`config.mk`:
```
export PLATFORM = sky130hd
export DESIGN_NAME = led_receiver_flat
export DESIGN_NICKNAME = d
export VERILOG_FILES = /design/src/rtl/led_receiver_if.sv /design/src/rtl/led_receiver.sv /design/src/flat_wrapper.sv
export SDC_FILE = /design/constraint.sdc
export NUM_CORES = 1
export LEC_CHECK = 0
export CORE_MARGIN = 2
export CORE_UTILIZATION = 38
export CTS_BUF_LIST = sky130_fd_sc_hd__clkbuf_16
export DETAILED_ROUTE_END_ITERATION = 6
export SLEW_MARGIN = 5
export SYNTH_ARGS = -nofsm -noshare
export SYNTH_HDL_FRONTEND = slang
export SYNTH_SLANG_ARGS = --single-unit
```
`constraint.sdc`:
```
create_clock -name clk -period 2.55 [get_ports clk]
set_clock_uncertainty 0.05 [all_clocks]
set_input_delay 0.3825 -clock clk [delete_from_list [all_inputs] [get_ports clk]]
set_output_delay 0.3825 -clock clk [all_outputs]
set_load 0.01 [all_outputs]
```
`src/rtl/led_receiver_if.sv`:
```
// Signal bundle for the one-wire LED-strip receiver: data in, decoded word, status pulses,
// and the forwarded data line.
interface led_receiver_if;
    logic        din;
    logic [23:0] rgb;
    logic        valid;
    logic        frame_end;
    logic        err;
    logic        dout;

    modport master (
        output din,
        input  rgb, valid, frame_end, err, dout
    );

    modport slave (
        input  din,
        output rgb, valid, frame_end, err, dout
    );
endinterface

```
`src/rtl/led_receiver.sv`:
```
// One-wire LED-strip receiver: pulse-width decode of din into 24-bit words.
// Define LED_RECEIVER_FORWARD_EN to consume the first word per frame and forward the rest on dout.
module led_receiver #(
    parameter int unsigned T_THRESH = 30,
    parameter int unsigned MIN_HIGH = 4,
    parameter int unsigned MAX_HIGH = 80,
    parameter int unsigned GAP      = 2500
) (
    input logic           clk,
    input logic           rst,
    led_receiver_if.slave bus
);

    localparam logic [11:0] T_THRESH_C = 12'(T_THRESH);
    localparam logic [11:0] MIN_HIGH_C = 12'(MIN_HIGH);
    localparam logic [11:0] MAX_HIGH_C = 12'(MAX_HIGH);
    localparam logic [11:0] GAP_C      = 12'(GAP);

    typedef enum logic [1:0] {StIdle, StHigh, StLow, StRecover} state_e;

    state_e      state_q, state_d;
    logic        sync_q, din_s_q, din_d_q;
    logic [11:0] hc_q, hc_d, lc_q, lc_d;
    logic [4:0]  bit_cnt_q, bit_cnt_d;
    logic [23:0] shift_q, shift_d, rgb_q, rgb_d;
    logic        word_done_q, word_done_d;
    logic        valid_q, valid_d, frame_end_q, frame_end_d, err_q, err_d;
    logic        rise, fall, decode_en;
    logic [11:0] lc_inc;

    function automatic logic [11:0] sat_inc(input logic [11:0] v);
        return (v == 12'hfff) ? v : v + 12'd1;
    endfunction

    assign rise   = din_s_q & ~din_d_q;
    assign fall   = ~din_s_q & din_d_q;
    assign lc_inc = sat_inc(lc_q);

    always_comb begin
        state_d     = state_q;
        hc_d        = hc_q;
        lc_d        = lc_q;
        bit_cnt_d   = bit_cnt_q;
        shift_d     = shift_q;
        rgb_d       = rgb_q;
        word_done_d = 1'b0;
        valid_d     = 1'b0;
        frame_end_d = 1'b0;
        err_d       = 1'b0;

        // The 24th bit landed last cycle; publish the completed word now.
        if (word_done_q) begin
            rgb_d     = shift_q;
            valid_d   = 1'b1;
            bit_cnt_d = 5'd0;
        end

        unique case (state_q)
            StIdle: begin
                if (rise) begin
                    state_d = StHigh;
                    hc_d    = 12'd1;
                end
            end
            StHigh: begin
                if (fall) begin
                    state_d = StLow;
                    lc_d    = 12'd1;
                    if (hc_q < MIN_HIGH_C) begin
                        err_d     = 1'b1;
                        bit_cnt_d = 5'd0;
                    end else if (decode_en) begin
                        shift_d = {shift_q[22:0], (hc_q >= T_THRESH_C)};
                        if (bit_cnt_q == 5'd23) word_done_d = 1'b1;
                        else                    bit_cnt_d   = bit_cnt_q + 5'd1;
                    end
                end else if (hc_q >= MAX_HIGH_C) begin
                    // This cycle is high cycle MAX_HIGH+1: the pulse is overlong.
                    state_d   = StRecover;
                    err_d     = 1'b1;
                    bit_cnt_d = 5'd0;
                    shift_d   = 24'd0;
                    lc_d      = 12'd0;
                end else begin
                    hc_d = sat_inc(hc_q);
                end
            end
            StLow: begin
                if (rise) begin
                    state_d = StHigh;
                    hc_d    = 12'd1;
                end else begin
                    lc_d = lc_inc;
                    if (lc_inc >= GAP_C) begin
                        state_d     = StIdle;
                        frame_end_d = 1'b1;
                        bit_cnt_d   = 5'd0;
                    end
                end
            end
            StRecover: begin
                if (din_s_q) begin
                    lc_d = 12'd0;
                end else begin
                    lc_d = lc_inc;
                    if (lc_inc >= GAP_C) state_d = StIdle;
                end
            end
            default: state_d = StIdle;
        endcase
    end

    always_ff @(posedge clk) begin
        if (!rst) begin
            state_q     <= StIdle;
            sync_q      <= 1'b0;
            din_s_q     <= 1'b0;
            din_d_q     <= 1'b0;
            hc_q        <= 12'd0;
            lc_q        <= 12'd0;
            bit_cnt_q   <= 5'd0;
            shift_q     <= 24'd0;
            rgb_q       <= 24'd0;
            word_done_q <= 1'b0;
            valid_q     <= 1'b0;
            frame_end_q <= 1'b0;
            err_q       <= 1'b0;
        end else begin
            state_q     <= state_d;
            sync_q      <= bus.din;
            din_s_q     <= sync_q;
            din_d_q     <= din_s_q;
            hc_q        <= hc_d;
            lc_q        <= lc_d;
            bit_cnt_q   <= bit_cnt_d;
            shift_q     <= shift_d;
            rgb_q       <= rgb_d;
            word_done_q <= word_done_d;
            valid_q     <= valid_d;
            frame_end_q <= frame_end_d;
            err_q       <= err_d;
        end
    end

`ifdef LED_RECEIVER_FORWARD_EN
    logic fwd_q, dout_q;

    // Once our own word is taken, stop decoding and pass the line through until the gap.
    assign decode_en = ~fwd_q;

    always_ff @(posedge clk) begin
        if (!rst) begin
            fwd_q  <= 1'b0;
            dout_q <= 1'b0;
        end else begin
            if (frame_end_d)  fwd_q <= 1'b0;
            else if (valid_d) fwd_q <= 1'b1;
            dout_q <= fwd_q & din_s_q;
        end
    end

    assign bus.dout = dout_q;
`else
    assign decode_en = 1'b1;
    assign bus.dout  = 1'b0;
`endif

    assign bus.rgb       = rgb_q;
    assign bus.valid     = valid_q;
    assign bus.frame_end = frame_end_q;
    assign bus.err       = err_q;

endmodule
```
`src/flat_wrapper.sv`:
```
// flat-port wrapper written by rule: the top's interface ports become plain ports
module led_receiver_flat 
#(
    parameter int unsigned T_THRESH = 30,
    parameter int unsigned MIN_HIGH = 4,
    parameter int unsigned MAX_HIGH = 80,
    parameter int unsigned GAP      = 2500
)
  (clk, rst, bus_din, bus_rgb, bus_valid, bus_frame_end, bus_err, bus_dout);
  led_receiver_if bus_i ();
  input logic clk;
  input logic rst;
  input wire logic [$bits(bus_i.din)-1:0] bus_din;
  output wire logic [$bits(bus_i.rgb)-1:0] bus_rgb;
  output wire logic [$bits(bus_i.valid)-1:0] bus_valid;
  output wire logic [$bits(bus_i.frame_end)-1:0] bus_frame_end;
  output wire logic [$bits(bus_i.err)-1:0] bus_err;
  output wire logic [$bits(bus_i.dout)-1:0] bus_dout;
  assign bus_i.din = bus_din;
  assign bus_rgb = bus_i.rgb;
  assign bus_valid = bus_i.valid;
  assign bus_frame_end = bus_i.frame_end;
  assign bus_err = bus_i.err;
  assign bus_dout = bus_i.dout;
  led_receiver #(.T_THRESH(T_THRESH), .MIN_HIGH(MIN_HIGH), .MAX_HIGH(MAX_HIGH), .GAP(GAP)) u_core (.clk(clk), .rst(rst), .bus(bus_i));
endmodule
```
After elaboration in Yosys (flattened, before gate mapping)
Index checks and enable logic that the tools add are counted.
- add/subtract/negate cells: 3
- multiply operators: 0
- div/mod/pow operators: 0
- order comparisons: 4
- equality and inequality tests: 15
- shifts and indexed selects: 0
- mux-type cells: 35
- bitwise gates (word level): 8
- reduce and logical (&&, ||, !) cells: 12
- operator list (operator ; count):
    $mux W12 ; 9
    $mux W24 ; 3
    $pmux W12 S3 ; 1
    $mux W5 ; 7
    $add A12 B1 Y12 const B ; 2
    $eq A12 B12 Y1 const B ; 2
    $pmux W12 S2 ; 1
    $ge A12 B12 Y1 const B ; 1
    $ge A12 B5 Y1 const B ; 1
    $ge A12 B7 Y1 const B ; 1
    $lt A12 B3 Y1 const B ; 1
    $mux W2 ; 6
    $ne A2 B2 Y1 const B ; 6
    $pmux W5 S2 ; 1
    $reduce_and A3 Y1 ; 3
    $pmux W2 S4 ; 1
    $mux W1 ; 6
    $not A1 Y1 ; 6
    $add A5 B1 Y5 const B ; 1
    $eq A5 B5 Y1 const B ; 1
    $reduce_and A5 Y1 ; 1
    $eq A2 B2 Y1 const B ; 2
    $ne A2 B1 Y1 const B ; 2
    $reduce_bool A2 Y1 ; 2
    9 further kinds ; 10
- flip-flop bits (word level): 86
- bits in latches: 0
- memory bits (writable): 0
- ROM bits: 0
- bits of input ports: 3
- output and inout port bits: 28
- memories: 0

Longest topological paths before layout
- depth in word-level cells: 6
- gate-level depth with buffers: 11

Worst setup path before layout
No wires, ideal clock.
- kind: reg-to-reg
- from: register u_core.lc_q[0]
- to: register u_core.bit_cnt_q[0]
- setup time: 0.091 ns
- arrival time: 2.049 ns
- path slack: 0.360 ns
- stages on the path, launching flop included: 9
- clock period less this slack: 2.190 ns
- path through: dfxtp_1 > ha_1 > clkbuf_1 > nand3_1 > xnor2_1 > a311o_1 > o211ai_1 > o211ai_1 > a311oi_1
- cells in the longest elaborated chain, start to end: 6
- RTL lines (what ; line ; RTL):
    start: declaration ; led_receiver.sv:23 ; logic [11:0] hc_q, hc_d, lc_q, lc_d;
    start signal: assignment ; led_receiver.sv:134 ; lc_q <= lc_d;
    $add A12 B1 Y12 / $eq A12 B12 Y1 (equally long branches) ; led_receiver.sv:32 ; return (v == 12'hfff) ? v : v + 12'd1;
    $mux W12 * ; led_receiver.sv:32 ;
    $ge A12 B12 Y1 * ; led_receiver.sv:94 ; if (lc_inc >= GAP_C) begin
    $mux W5 * ; led_receiver.sv:94 ;
    $mux W5 * ; led_receiver.sv:89 ; if (rise) begin
    $pmux W5 S2 * ; led_receiver.sv:58 ; unique case (state_q)
    end signal: assignment ; led_receiver.sv:135 ; bit_cnt_q <= bit_cnt_d;
    end: declaration ; led_receiver.sv:24 ; logic [4:0] bit_cnt_q, bit_cnt_d;
Mark *: on every way between the ends. The rest lies on a longest branch, timed or not.
A chain may end at the register's enable or synchronous reset.

Final worst setup path
- from: register u_core.state_q[0]
- to: register u_core.hc_q[10]
- cells in the longest elaborated chain, start to end: 4
- RTL lines (what ; line ; RTL):
    start: declaration ; led_receiver.sv:21 ; state_e state_q, state_d;
    start signal: assignment ; led_receiver.sv:115 ; state_q <= StIdle;
    start signal: assignment ; led_receiver.sv:129 ; state_q <= state_d;
    $eq A2 B2 Y1 / $logic_not A2 Y1 (equally long branches) ; led_receiver.sv:58 ;
    $reduce_or A2 Y1 (no source line) ; -- ;
    $ne A2 B1 Y1 (no source line) / $reduce_bool A2 Y1 (equally long branches) ; -- ;
    $reduce_and A5 Y1 (no source line) ; -- ;
    end signal: assignment ; led_receiver.sv:119 ; hc_q <= 12'd0;
    end signal: assignment ; led_receiver.sv:133 ; hc_q <= hc_d;
    end: declaration ; led_receiver.sv:23 ;
Parallel ways exist; a longest one is shown, timed or not.

==> flow_metrics.env <==
export IMPL_status="complete, no violations"
export IMPL_hold_buffers=0
export IMPL_cts_resized=0
export IMPL_die_height_um=107
export IMPL_final_period_utilization_pct=92.6
export IMPL_clk_path_buf_depth=2
export IMPL_crit_slowest_cell="dfxtp_1"
export IMPL_max_vdd_ir_drop_v=0.000339
export IMPL_cts_sinks=86
export IMPL_synth_most_common_cell="dfxtp_1"
export IMPL_num_antenna_cells=0
export IMPL_ant_nets=0
export IMPL_yosysTopAreaCellShare_pct=42.7
export IMPL_wire_per_inst_um=13.6
export IMPL_netlist_top_cells_count="dfxtp_1, nor2b_1, nand2_1, a22oi_1, mux2i_1"
export IMPL_dp_hpwl_mm=5.71
export IMPL_synth_main_ff_cell="dfxtp_1"
export IMPL_start_util_pct=39.1
export IMPL_synth_cell_types=58
export IMPL_rsz0062_at_grt="false"
export IMPL_nNetsFinal=480
export IMPL_p_leak_nw=1.61
export IMPL_tns_ps=0
export IMPL_cp_slowest_stage_delay_ps=420
export IMPL_tightest_slew_ps=525
export IMPL_grt_max_degree=40
export IMPL_syn_cell_area_mm2=0.00403
export IMPL_gr_total_overflow=0
export IMPL_ys_ff_latch=86
export IMPL_io_buffers=29
export IMPL_slew_violations=0
export IMPL_hold_ws_ps=399
export IMPL_finalSetupViolations=0
export IMPL_path_clk_slew_ps=60
export IMPL_viasPerCell=5.24
export IMPL_dpl_instance_area_mm2=0.00446
export IMPL_synth_area_leaders="dfxtp_1, nor2b_1, mux2i_1"
export IMPL_drive_gt1_share_pct=8.23
export IMPL_crit_path_end_kind="flop"
export IMPL_pwr_density_cell_mw_per_mm2=673
export IMPL_die_area_mm2=0.0115
export IMPL_fin_area_mm2=0.00476
export IMPL_crit_type="reg -> reg"
export IMPL_worstPathRequired_ps=2750
export IMPL_clock_root_buffer="clkbuf_16"
export IMPL_start_kind="flop"
export IMPL_cts_setup_buffers=0
export IMPL_vias=3198
export IMPL_cts_tree="done"
export IMPL_critPathTopFamily="simple AND/OR/NAND/NOR gates"
export IMPL_gp_congestion=0.834
export IMPL_synth_edf_count=0
export IMPL_fp_row_count=37
export IMPL_drtIter0Drc=115
export IMPL_finalCriticalPeriod_ps=2360
export IMPL_syn_nets=456
export IMPL_ios=31
export IMPL_drc=0
export IMPL_clk_latency_ps=330
export IMPL_crit_top_cell="a21oi_1"
export IMPL_cp_max_fo=6
export IMPL_yosysTopAreaCell="dfxtp_1"
export IMPL_hp_class="reg -> reg"
export IMPL_grt_pass1_wl_mm=14.6
export IMPL_synthCells=445
export IMPL_arrival_ps=2560
export IMPL_async_flop_share_pct=0
export IMPL_yosysWarnings=0
export IMPL_syn_area_per_cell_um2=9.06
export IMPL_fp_dieW_um=107
export IMPL_h_tree_depth=3
export IMPL_synthToLayoutAreaGrowth_pct=18.0
export IMPL_max_cap_violations=0
export IMPL_yosysSeqAreaShare_pct=42.7
export IMPL_cts_inserted_buffers=9
export IMPL_fp_coreArea_mm2=0.0103
export IMPL_hold_viol=0
export IMPL_max_freq_ghz=0.423
export IMPL_antenna_found_initial=0
export IMPL_track_usage_pct=15.5
export IMPL_cp_cell_sequence="inv_1 -> ha_1 -> or2_2 -> a21oi_1 -> and2_1 -> nand3_2 -> or3_1 -> a21oi_1"
export IMPL_maxSlewHeadroom_pct=65.0
export IMPL_utilization_pct=46.1
export IMPL_drt_wl_total_mm=8.27
export IMPL_grt_pass1_vias=3156
export IMPL_cp_num_buf_inv=1
export IMPL_first_pass_iters=4
==> layer usage <==
metal	vias up	routed length (um)	global-route usage, %
li1	1635	-	-
met1	1510	4120	20.5
met5	-	0	0
met3	7	290	3.65
met2	46	3780	25.0
met4	0	81	5.19
==> area by class of cell <==
type	instances	area [um2]
inverter	12	45.0
tap	136	170
fill	1019	5560
sequential	86	1720
clock inverter	7	73.8
clock buffer	9	225
timing repair buffer	43	390
multi-input combinational	317	2130
==> placed cells by master (no fill, tap or decap), types with 13 or more instances in the layout <==
master and instances:
a21oi_1 18, a22oi_1 26, buf_4 14, clkdlybuf4s50_1 28, dfxtp_1 86, inv_1 13
mux2i_1 26, nand2_1 32, nor2_1 24, nor2b_1 53
==> registers in the layout, summed over array words and instances (netlist names), 2 cells and up <==
register,cells
u_core.lc_q,12
u_core.shift_q,24
u_core.state_q,2
u_core.bus.rgb,24
u_core.hc_q,12
u_core.bit_cnt_q,5
==> power by group <==
part	total, mW	internal [mW]	switching (mW)
clock	1.32	0.764	0.552
sequential	1.40	1.37	0.0327
combinational	0.485	0.183	0.302
==> final timing paths <==
path         cells after the start         startpoint  slack [ps]              end
max                              8  u_core.state_q[0]         190  u_core.hc_q[10]
min                              1      u_core.sync_q         400   u_core.din_s_q
max reg2reg                      8  u_core.state_q[0]         190  u_core.hc_q[10]
min reg2reg                      1      u_core.sync_q         400   u_core.din_s_q
==> per-stage QoR <==
stage / total power [mW] / setup slack, ps / std cells
2_1_floorplan: 1.80 / 360 / 445
3_3_place_gp: 1.91 / 277 / 594
3_5_place_dp: 1.92 / 237 / 594
4_1_cts: 3.25 / 209 / 610
5_1_grt: 3.37 / 3.13 / 610
6_report: 3.20 / 188 / 610
==> worst register-to-register path: stages, from the launching register on <==
cell     delay, ps
dfxtp_1        420
inv_1          120
ha_1           260
or2_2          300
a21oi_1        260
and2_1         300
nand3_2        100
or3_1          310
a21oi_1        160
==> cells by family (layout without fill, tap and decap cells) <==
family	count (synthesis)	after routing	share of synthesized area [%]
muxes	27	27	6.73
AOI/OAI and AO/OA	95	95	16.9
adders and majority gates	8	8	2.48
and+or+nand+nor	175	175	24.3
xor gates and xnor gates	11	11	2.39
buffers and inverters	42	71	4.41
DFF	86	86	42.7
other	1	1	0.0930
Power figures use the tool's default switching activity.
